### src/rtl/reg_xfer.sv
// Register-to-register transfer sequencer driving an external register file with a registered read port.
// Optional feature: define REG_XFER_INCDEC_EN to give op 01/10 increment/decrement behaviour.
package common_types;
   typedef logic [7:0] data_t;
   typedef logic [2:0] regf_t;
   typedef enum logic {Read = 1'b0, Write = 1'b1} rw_t;
endpackage

module reg_xfer
   import common_types::*;
(
   input  logic        clk,
   input  logic        reset_n,
   input  logic        start,
   input  logic [1:0]  op,
   input  regf_t       src,
   input  regf_t       dst,
   input  data_t       imm,
   output logic        busy,
   output logic        done,
   output logic        flag_n,
   output logic        flag_z,
   output rw_t         rf_rw,
   output regf_t       rf_sel,
   output data_t       rf_wdata,
   input  data_t       rf_rdata
);

   typedef enum logic [2:0] {
      IDLE = 3'd0,
      RD   = 3'd1,
      CAP  = 3'd2,
      WR   = 3'd3,
      DONE = 3'd4
   } state_t;

   state_t      state, state_nxt;
   logic [1:0]  op_q, op_nxt;
   regf_t       src_q, src_nxt;
   regf_t       dst_q, dst_nxt;
   data_t       imm_q, imm_nxt;
   data_t       result, result_nxt;
   logic        flag_n_nxt, flag_z_nxt;
   logic        busy_nxt, done_nxt;
   rw_t         rf_rw_nxt;
   regf_t       rf_sel_nxt;

   function automatic data_t xfer_f(input logic [1:0] f_op, input data_t rdata, input data_t f_imm);
      data_t r;
      case (f_op)
`ifdef REG_XFER_INCDEC_EN
         2'b01:   r = rdata + 8'd1;
         2'b10:   r = rdata - 8'd1;
`endif
         2'b11:   r = f_imm;
         default: r = rdata;
      endcase
      return r;
   endfunction

   // Next-state logic; outputs are decoded from the next state so they leave the flops directly.
   always_comb begin
      state_nxt  = state;
      op_nxt     = op_q;
      src_nxt    = src_q;
      dst_nxt    = dst_q;
      imm_nxt    = imm_q;
      result_nxt = result;
      flag_n_nxt = flag_n;
      flag_z_nxt = flag_z;

      case (state)
         IDLE: begin
            if (start) begin
               op_nxt  = op;
               src_nxt = src;
               dst_nxt = dst;
               imm_nxt = imm;
               if (op == 2'b11) begin
                  state_nxt  = WR;
                  result_nxt = imm;
               end else begin
                  state_nxt  = RD;
               end
            end else begin
               state_nxt = IDLE;
            end
         end
         RD:   state_nxt = CAP;
         CAP: begin
            result_nxt = xfer_f(op_q, rf_rdata, imm_q);
            state_nxt  = WR;
         end
         WR: begin
            flag_n_nxt = result[7];
            flag_z_nxt = (result == 8'h00);
            state_nxt  = DONE;
         end
         DONE:    state_nxt = IDLE;
         default: state_nxt = IDLE;
      endcase

      busy_nxt   = 1'b1;
      done_nxt   = 1'b0;
      rf_rw_nxt  = Read;
      rf_sel_nxt = 3'd0;
      case (state_nxt)
         IDLE:    busy_nxt = 1'b0;
         RD:      rf_sel_nxt = src_nxt;
         CAP:     rf_sel_nxt = src_nxt;
         WR: begin
            rf_rw_nxt  = Write;
            rf_sel_nxt = dst_nxt;
         end
         DONE:    done_nxt = 1'b1;
         default: busy_nxt = 1'b0;
      endcase
   end

   // State, operand and output registers with synchronous reset.
   always_ff @(posedge clk) begin
      if (!reset_n) begin
         state  <= IDLE;
         op_q   <= 2'd0;
         src_q  <= 3'd0;
         dst_q  <= 3'd0;
         imm_q  <= 8'd0;
         result <= 8'd0;
         flag_n <= 1'b0;
         flag_z <= 1'b0;
         busy   <= 1'b0;
         done   <= 1'b0;
         rf_rw  <= Read;
         rf_sel <= 3'd0;
      end else begin
         state  <= state_nxt;
         op_q   <= op_nxt;
         src_q  <= src_nxt;
         dst_q  <= dst_nxt;
         imm_q  <= imm_nxt;
         result <= result_nxt;
         flag_n <= flag_n_nxt;
         flag_z <= flag_z_nxt;
         busy   <= busy_nxt;
         done   <= done_nxt;
         rf_rw  <= rf_rw_nxt;
         rf_sel <= rf_sel_nxt;
      end
   end

   // The result register only changes on the edge entering WR, so it doubles as held write data.
   assign rf_wdata = result;

endmodule

### config.mk
export PLATFORM = sky130hd
export DESIGN_NAME = reg_xfer
export DESIGN_NICKNAME = d
export VERILOG_FILES = /design/src/rtl/reg_xfer.sv
export SDC_FILE = /design/constraint.sdc
export NUM_CORES = 1
export LEC_CHECK = 0
export ABC_AREA = 1
export CAP_MARGIN = 20
export CORE_MARGIN = 4
export CORE_UTILIZATION = 44
export CTS_BUF_LIST = sky130_fd_sc_hd__clkbuf_4 sky130_fd_sc_hd__clkbuf_8
export DETAILED_ROUTE_END_ITERATION = 16
export PLACE_DENSITY = 0.77
export SLEW_MARGIN = 10
export SYNTH_ARGS = -nofsm -noshare
export SYNTH_HDL_FRONTEND = slang
export SYNTH_SLANG_ARGS = --single-unit
### constraint.sdc
create_clock -name clk -period 1 [get_ports clk]
set_input_delay 0.15 -clock clk [delete_from_list [all_inputs] [get_ports clk]]
set_output_delay 0.15 -clock clk [all_outputs]
set_load 0.03 [all_outputs]
==> results_dict.tcl <==
set metrics [dict create \
    worst_ep_required_time_ns 1.25 \
    dp_slack_ns -0.483 \
    worstPathArrival_ns 1.43 \
    worstPathMaxFanout 15 \
    power_frac_comb_pct 37.9 \
    total_power_mw 3.93 \
    fillers 301 \
    clock-sinks 35 \
    ys_ff_latch 35 \
    layout_setup_ws_ns -0.177 \
    synth_top_area_share_pct 45.1 \
    top_usage_layer "met2" \
    drc 0 \
    seqCellArea_um2 721 \
    internal-power_mw 2.55 \
    yosys.cell_types.count 21 \
    grt_pass1_vias 1440 \
    gr-usage-met3_pct 5.82 \
    avgViaCountPerCell 4.70 \
    final_cell_count_no_fill 339 \
    wirelength_um 3830 \
    switching_power_mw 1.38 \
    cap_violations 0 \
    slew_violations 0 \
    synthSimpleGateAreaFrac_pct 33.4 \
    peakVddDrop_mv 0.787 \
    syn_area_per_cell_um2 6.85 \
    hold_class "input pin to flip-flop" \
    finalCriticalPeriod_ns 1.18 \
    leakage_nw 1.12 \
    numCtsBuffers 5 \
    place_area_mm2 0.00213 \
    synth.mux.area_fraction_pct 0 \
    setup_viol 32 \
    seq_area_frac_synth_pct 45.1 \
    cellPowerDensity_mw_per_mm2 1670 \
    netlist_area_mm2 0.00156 \
    drtAntennaViolNets 0 \
    skew_ns 0.00557 \
    clkPwrFrac_pct 19.1 \
    grtUsageTotal_pct 18.3 \
    rsz0062_at_grt "true" \
    syn_inst 227 \
    max_freq_mhz 849 \
    use_met2_pct 30.6 \
    n_antenna_cell 0 \
    p_seq_share_pct 43.0 \
    yosysTopAreaCell "dfxtp_1" \
    outcome "complete, but fails checks" \
    clock_path_buffers 2 \
    gp_congestion 0.791 \
    die_width_um 67.5 \
    path_class "flip-flop to flip-flop" \
    area_delta_synth_final_pct 51.3 \
    die_height_um 67.5 \
    initial_utilization_pct 46.2 \
    utilization_pct 70.0 \
    grt_max_degree 17 \
    drtIter0Drc 91 \
    tritoncts "done" \
    hold_viol 0 \
    io_buffer_count 42 \
    dr_total_vias 1594 \
    synth_nets 254 \
    htree_levels 2 \
    first_pass_iters 4 \
    pin_count 43 \
    start_kind "flip-flop" \
    core_mm2 0.00336 \
    end_kind "flip-flop" \
    synthAdderAreaFrac_pct 0 \
    stdcell_area_mm2 0.00235 \
    die_area_mm2 0.00455 \
    antenna_found_initial 0 \
    synth_top_family_by_area "simple AND/OR/NAND/NOR gates" \
    layout-drive-gt1-share_pct 31.4 \
    grt-ovfl-total 0 \
    clk_latency_ns 0.34 \
    cts_root_buf "clkbuf_4" \
    grtUsageMet1_pct 21.1 \
    grt_first_pass_wirelength_um 6180 \
    r2r_slack_ns -0.18 \
    wire_per_inst_um 11.3 \
    clkTransAtPathRegs_ns 0.11 \
    worstMarginPinSlew_ns 0.253 \
    multi_input_area_um2 754 \
    placed_cells 327 \
    dp_hpwl_um 2770 \
    violations "negative setup slack" \
    synthArstFlopShare_pct 0 \
    synth_common_cells "nand2_1, dfxtp_1, inv_1" \
    final_nets 319 \
    final_min_period_over_clock_period_pct 118 \
    synth_edf_count 0 \
    netlist_top_cells_area "dfxtp_1, nand2_1, inv_1, nor2_1, o21ai_0" \
    ys.flop_type "dfxtp_1" \
    yosys_warnings 0 \
    synth_most_common_cell "nand2_1" \
    rows 21 \
    sw_frac_of_total_pct 35.1 \
    synth_compound_area_share_pct 10.9 \
    synth-xor-area-share_pct 0 \
    slew_headroom_pct 83.0 \
]
-- critical path, stage by stage (launching register included) --
cell and delay, ns:
dfxtp_2 0.35, nor2_4 0.16, nand2_4 0.11, buf_12 0.17, nor2_1 0.11, nor2_2 0.06, nand2_1 0.07, nand2_1 0.05
-- logic make-up (layout without fill, tap and decap cells) --
logic type	Yosys count	count (layout)
compound gates	34	34
buf+inv	40	106
flops	35	35
simple gates	118	118
-- metrics by stage --
stage / setup TNS, ns / hold slack (ns)
after floorplan: -0.921 / 0.292
after global placement: -11.86 / 0.432
after detailed placement: -13.15 / 0.437
after CTS: -3.05 / 0.408
after global routing: -6.06 / 0.439
final: -3.73 / 0.419
-- registers in the layout, summed over array words and instances (netlist names), 2 cells and up --
name / flops
op_q: 2
rf_wdata: 8
state: 3
imm_q: 8
src_q: 3
dst_q: 3
rf_sel: 3
-- layout by cell type (no fill, tap or decap), types with 2 or more instances in the layout --
cell type | synthesis | final
nand2_1 | 59 | 54
clkdlybuf4s50_1 | 0 | 26
nand4_1 | 2 | 2
nand2_2 | 3 | 7
nor2_1 | 27 | 23
buf_4 | 1 | 21
buf_6 | 1 | 15
or2_4 | 0 | 3
nand3_2 | 1 | 2
dfxtp_1 | 35 | 21
inv_1 | 29 | 29
o21ai_0 | 19 | 12
and2_1 | 3 | 2
inv_2 | 3 | 2
buf_12 | 0 | 2
clkinv_2 | 0 | 3
clkbuf_4 | 0 | 5
o21ai_1 | 0 | 7
nor2_4 | 2 | 2
dfxtp_2 | 0 | 13
a21oi_1 | 15 | 11
a21oi_2 | 0 | 3
nor2_2 | 4 | 8
nand3_1 | 14 | 13
-- final timing paths --
check / depth (start not counted) / endpoint / start
worst max-delay path: 7 / rf_sel[1] / state[2]
worst min-delay path: 3 / src_q[2] / src[2]
worst max register to register: 7 / rf_sel[1] / state[2]
worst min register to register: 2 / imm_q[2] / imm_q[2]
-- power groups by stage --
stage | Clock (mW) | Sequential, mW | Combinational (mW)
floorplan | 0 | 1.87 | 0.610
global placement | 0 | 1.69 | 1.29
detailed placement | 0 | 1.70 | 1.31
CTS | 0.776 | 1.69 | 1.42
global route | 0.816 | 1.71 | 1.64
finish | 0.751 | 1.69 | 1.49
-- layer usage --
layer / part of all wire [%] / up-vias
met1: 44 / 718
li1: - / 829
met2: 49 / 42
met4: 1.4 / 0
met5: 0 / -
met3: 6.1 / 5
-- layout make-up --
cell class                      count  share of cell area (%)
Sequential cell                    35                    30.6
Timing Repair Buffer               65                    27.3
Clock buffer                        5                    1.59
Tap cell                           46                    2.45
Clock inverter                      3                   0.638
Inverter                           33                    5.37
Multi-Input combinational cell    152                    32.1
-- what timing repair did --
item,in CTS,in global routing
resized for setup,42,12
hold endpoints to repair,0,0
gates cloned,0,0
buffers inserted,0,4
hold buffers,0,0
pin swaps,1,3
setup endpoints to repair,43,42
Power figures use the tool's default switching activity.
